==> src/rtl/alu_32.sv <==
// Purpose: 32-bit execute-stage ALU, eight logic/arithmetic ops with NZCV flags, plus a registered copy.
// Latency: result/flags are combinational (0 cycles); result_q/flags_q follow one clk later.
// Backpressure: none; a new operation is accepted every cycle.
module alu_32 #(
    parameter int WIDTH = 32
) (
    input  logic             clk,
    input  logic             reset,
    input  logic [WIDTH-1:0] a,
    input  logic [WIDTH-1:0] b,
    input  logic [2:0]       op,
    output logic [WIDTH-1:0] result,
    output logic             c,
    output logic             n,
    output logic             z,
    output logic             v,
    output logic [WIDTH-1:0] result_q,
    output logic [3:0]       flags_q
);

    localparam logic [2:0] OP_NOTA = 3'b000;
    localparam logic [2:0] OP_NOTB = 3'b001;
    localparam logic [2:0] OP_AND  = 3'b010;
    localparam logic [2:0] OP_OR   = 3'b011;
    localparam logic [2:0] OP_XOR  = 3'b100;
    localparam logic [2:0] OP_XNOR = 3'b101;
    localparam logic [2:0] OP_ADD  = 3'b110;
    localparam logic [2:0] OP_SUB  = 3'b111;

    typedef struct packed {
        logic n;
        logic z;
        logic c;
        logic v;
    } flags_t;

    logic             is_sub;
    logic             is_arith;
    logic [WIDTH-1:0] b_eff;
    logic [WIDTH:0]   sum;
    logic             arith_v;
    flags_t           flags;

    // Subtraction reuses the adder as a + ~b + 1, so carry set means "no borrow".
    assign is_sub   = (op == OP_SUB);
    assign is_arith = (op == OP_ADD) || is_sub;
    assign b_eff    = is_sub ? ~b : b;
    assign sum      = {1'b0, a} + {1'b0, b_eff} + {{WIDTH{1'b0}}, is_sub};

    // Operands (after inversion for sub) agree in sign but the result does not.
    assign arith_v  = (a[WIDTH-1] == b_eff[WIDTH-1]) && (sum[WIDTH-1] != a[WIDTH-1]);

    always_comb begin
        result = '0;
        unique case (op)
            OP_NOTA: result = ~a;
            OP_NOTB: result = ~b;
            OP_AND:  result = a & b;
            OP_OR:   result = a | b;
            OP_XOR:  result = a ^ b;
            OP_XNOR: result = ~(a ^ b);
            OP_ADD:  result = sum[WIDTH-1:0];
            OP_SUB:  result = sum[WIDTH-1:0];
            default: result = '0;
        endcase
    end

    always_comb begin
        flags   = '0;
        flags.n = result[WIDTH-1];
        flags.z = (result == '0);
        flags.c = is_arith & sum[WIDTH];
        flags.v = is_arith & arith_v;
    end

    assign n = flags.n;
    assign z = flags.z;
    assign c = flags.c;
    assign v = flags.v;

    always_ff @(posedge clk) begin
        if (!reset) begin
            result_q <= '0;
            flags_q  <= 4'b0000;
        end else begin
            result_q <= result;
            flags_q  <= flags;
        end
    end

endmodule

==> config.mk <==
export PLATFORM = sky130hd
export DESIGN_NAME = alu_32
export DESIGN_NICKNAME = d
export VERILOG_FILES = /design/src/rtl/alu_32.sv
export SDC_FILE = /design/constraint.sdc
export NUM_CORES = 1
export LEC_CHECK = 0
export BUFFER_PORTS_ARGS = -buffer_cell sky130_fd_sc_hd__buf_2
export CORE_MARGIN = 2
export CORE_UTILIZATION = 45
export CTS_CLUSTER_DIAMETER = 50
export DETAILED_ROUTE_END_ITERATION = 16
export PLACE_DENSITY = 0.76
export SETUP_SLACK_MARGIN = 0.5
export SLEW_MARGIN = 15
export SYNTH_ARGS = -nofsm -noshare
export SYNTH_HDL_FRONTEND = slang
export SYNTH_SLANG_ARGS = --single-unit
export TNS_END_PERCENT = 5
==> constraint.sdc <==
create_clock -name clk -period 11.5 [get_ports clk]
set_clock_uncertainty 0.05 [all_clocks]
set_input_delay 3.45 -clock clk [delete_from_list [all_inputs] [get_ports clk]]
set_output_delay 3.45 -clock clk [all_outputs]
set_load 0.005 [all_outputs]
==> impl_results.md <==
* Via/cell ratio at a little under 6
* Max Freq at about 93 MHz
* Root Driver: clkbuf_16
* Power per cell area at a little under 90 nW/um^2
* HPWL Detailed at 17300 um
* CP required at about 8 ns
* Critical Path Source Type: input pin
* Synth Register Bits at 35
* Count of pins over their slew limit at 0
* Max_cap viols at 0
* Mapped Area at around 6700 um^2
* Wire per inst at 18.1 um
* CTS buffer count at 5
* RePlAce Congestion at 0.996
* Tmin final at 10.76 ns
* Vias in the first global route at 6624
* Clk sinks at 35
* Layout area overhead at 13.8%
* Met2 Track Usage GR at between 40% and 50%
* Layout net count at between 1000 and 1500
* Hold WC Path Type: in2reg
* Post-route setup TNS at 0 ns
* I/O Pins at about 140
* Die area at 15900 um^2
* VDD IR-drop max at ~0.000056 V
* Relative slew slack at roughly a third
* H-tree levels at 2
* PortBufs at 140
* Syn Nets at between 1000 and 1500
* Critical path buffer and inverter count at 3
* Status: finished clean
* CTS tree: built
* Synth cell types at 90
* Setup violators final at 0
* Most used cell along the critical path: buf_4
* CP max FO at 14
* Cells after Synth at ~910
* Initial antenna violation count at 1
* Starting DRT DRC Count at between 700 and 800
* Hold Path End: flags_q[0]
* Share of synthesized registers carrying an async set or reset at 0%
* Clk slew on worst S/H paths at 0.06 ns
* Clock network power share at around a fifth
* First-pass GRT wire length at 34900 um
* Critical path class: in2out
* Critical path's top delay family: simple AND/OR/NAND/NOR gates
* Number of synthesized flops with an enable pin at 0
* Worst Hold Launch: a[31]
* Starting Density at 46.2%
* RSZ-0062 raised after global routing: no
* Residual DRC at 0
* Switching power at slightly above 0.3 mW
* Rows at 44
* Sw Share at between 40 and 50%
* Core Region at about 15000 um^2
* Register Area at 701 um^2
* Die height at between 100 and 150 um
* Crit-path cells: buf_4 -> nand3_4 -> buf_4 -> xnor2_1 -> ha_1 -> nand4_1 -> nor3_1 -> nand3_1 -> a31oi_1 -> o31ai_2 -> or3_1 -> or4_4 -> nor4_1 -> buf_2
* Reg power frac at about a fifth
* Combinational share of power at between 50% and 60%
* Via count at 7154
* Yosys Warn Count at 0
* Die Width at between 100 and 150 um
* Sequential fraction of the synthesis area at a little over a tenth
* Power, Total at 0.684 mW
* Ys flop type: dfxtp_1
* Clk buf depth at 2
* Met3 usage at under 10%
* Multi-input gate area at approximately 5400 um^2
* Pint at around 0.38 mW
* Commonest non-fill, non-tap cells in the layout: buf_2, ha_1, inv_1
* DRT Pass-1 Iters at 5
* Largest net degree at the start of global routing at 57
* Commonest non-fill, non-tap cell in the layout: buf_2
* Leakage at between 3 and 4 nW
* Slowest library cell on the worst path: nor3_1
* Global route overflow at 0
* Post-CTS Repair Setup Buffers at 0
* Gr usage total at between 20% and 30%
* Fillers at approximately 1400
* WP data arrival at approximately 7.3 ns
* Routed Antenna Nets at 0
* Synthesized area per cell at roughly 7.4 um^2
* GR peak layer: met2
* CP max stage delay at ~0.57 ns
* Measured slew at the worst slew-check pin at 1.02 ns
* Layout cell share with drive strength beyond 1 at between 20% and 30%
* Final period utilization at 93.6%
* M1 GR Usage at between 30% and 40%
* Final Hold Fails at 0
* CP Capture Type: output port
* Hold path depth at 3
* Post-Route WL at around 22000 um
state kept, by name (all words and copies together), names as in the netlist:
register / cells
result_q: 32
flags_q: 3
area by class of cell:
| class | count | share of cell area (%) |
|---|---|---|
| Antenna cell | 1 | 0.0327 |
| Multi-Input combinational cell | 734 | 71.1 |
| Clock inverter | 3 | 0.196 |
| Timing Repair Buffer | 155 | 10.7 |
| Tap cell | 184 | 3.01 |
| Sequential cell | 35 | 9.16 |
| Clock buffer | 5 | 1.64 |
| Inverter | 85 | 4.17 |
through the flow:
stage                     std cells  worst slack [ns]  util (%)  area [um^2]  hold slack (ns)
after detailed placement       1193             0.703      51.6         7490             3.77
after CTS                      1201             0.665      52.5         7630             3.48
after global placement         1193             0.790      51.6         7490             3.77
after global routing           1201             0.536      52.6         7640             3.51
after floorplan                 908              1.07         -         6720             3.55
final                          1202             0.741      52.6         7650             3.49
cells by family after synthesis:
| family | after synthesis | share of synthesized area (%) |
|---|---|---|
| and+or+nand+nor | 270 | 20.7 |
| buffers and inverters | 139 | 8.75 |
| xor gates and xnor gates | 72 | 9.39 |
| AOI/OAI and AO/OA | 269 | 27.6 |
| DFF | 35 | 10.4 |
| adders and majority gates | 101 | 18.9 |
| muxes | 22 | 4.23 |
cell usage after synthesis, drive strengths merged, types with 9 or more instances:
cell type | instances | share of area (%)
xor2 | 20 | 2.6
o22ai | 9 | 0.84
nor4 | 10 | 0.93
nor2 | 63 | 3.6
a211oi | 14 | 1.7
nand3 | 18 | 1.5
nor3 | 17 | 1.3
a21o | 15 | 1.7
inv | 84 | 4.7
xnor2 | 52 | 6.8
clkbuf | 19 | 1.1
buf | 35 | 2.9
nand2b | 16 | 1.5
o211ai | 13 | 1.7
dfxtp | 35 | 10
mux2i | 16 | 2.4
a31oi | 12 | 1.4
and2 | 27 | 2.5
o21ai | 61 | 4.6
nand4 | 17 | 1.7
ha | 100 | 19
nand2 | 69 | 3.9
a21oi | 71 | 5.8
worst max path at each step:
stage / startpoint / to / slack (ns) / cells past startpoint
floorplan: op[0] / z / 1.07 / 14
global placement: op[0] / z / 0.79 / 15
detailed placement: op[0] / z / 0.70 / 15
CTS: op[0] / z / 0.66 / 15
global route: op[0] / z / 0.54 / 14
finish: op[0] / z / 0.74 / 14
metal layers:
layer  routed length, um  share of wire (%)
met5                   0                  0
met4                 267                1.2
met3                1900                8.7
met2                9460                 44
met1               10100                 47
repair_timing:
| action | 4_1_cts | 5_1_grt |
|---|---|---|
| resized for setup | 0 | 2 |
| hold buffers | 0 | 0 |
| setup endpoints to repair | 0 | 1 |
power by group through the flow:
stage | Sequential (mW) | Combinational [mW] | Clock, mW
final | 0.137 | 0.407 | 0.140
after global routing | 0.139 | 0.447 | 0.148
after CTS | 0.138 | 0.400 | 0.142
after detailed placement | 0.140 | 0.397 | 0
after global placement | 0.140 | 0.394 | 0
after floorplan | 0.143 | 0.270 | 0
worst min-delay path, cell delays in order:
cell,delay [ns]
buf_2,0.13
xnor2_1,0.15
nor4_1,0.05
Power figures use the tool's default switching activity.
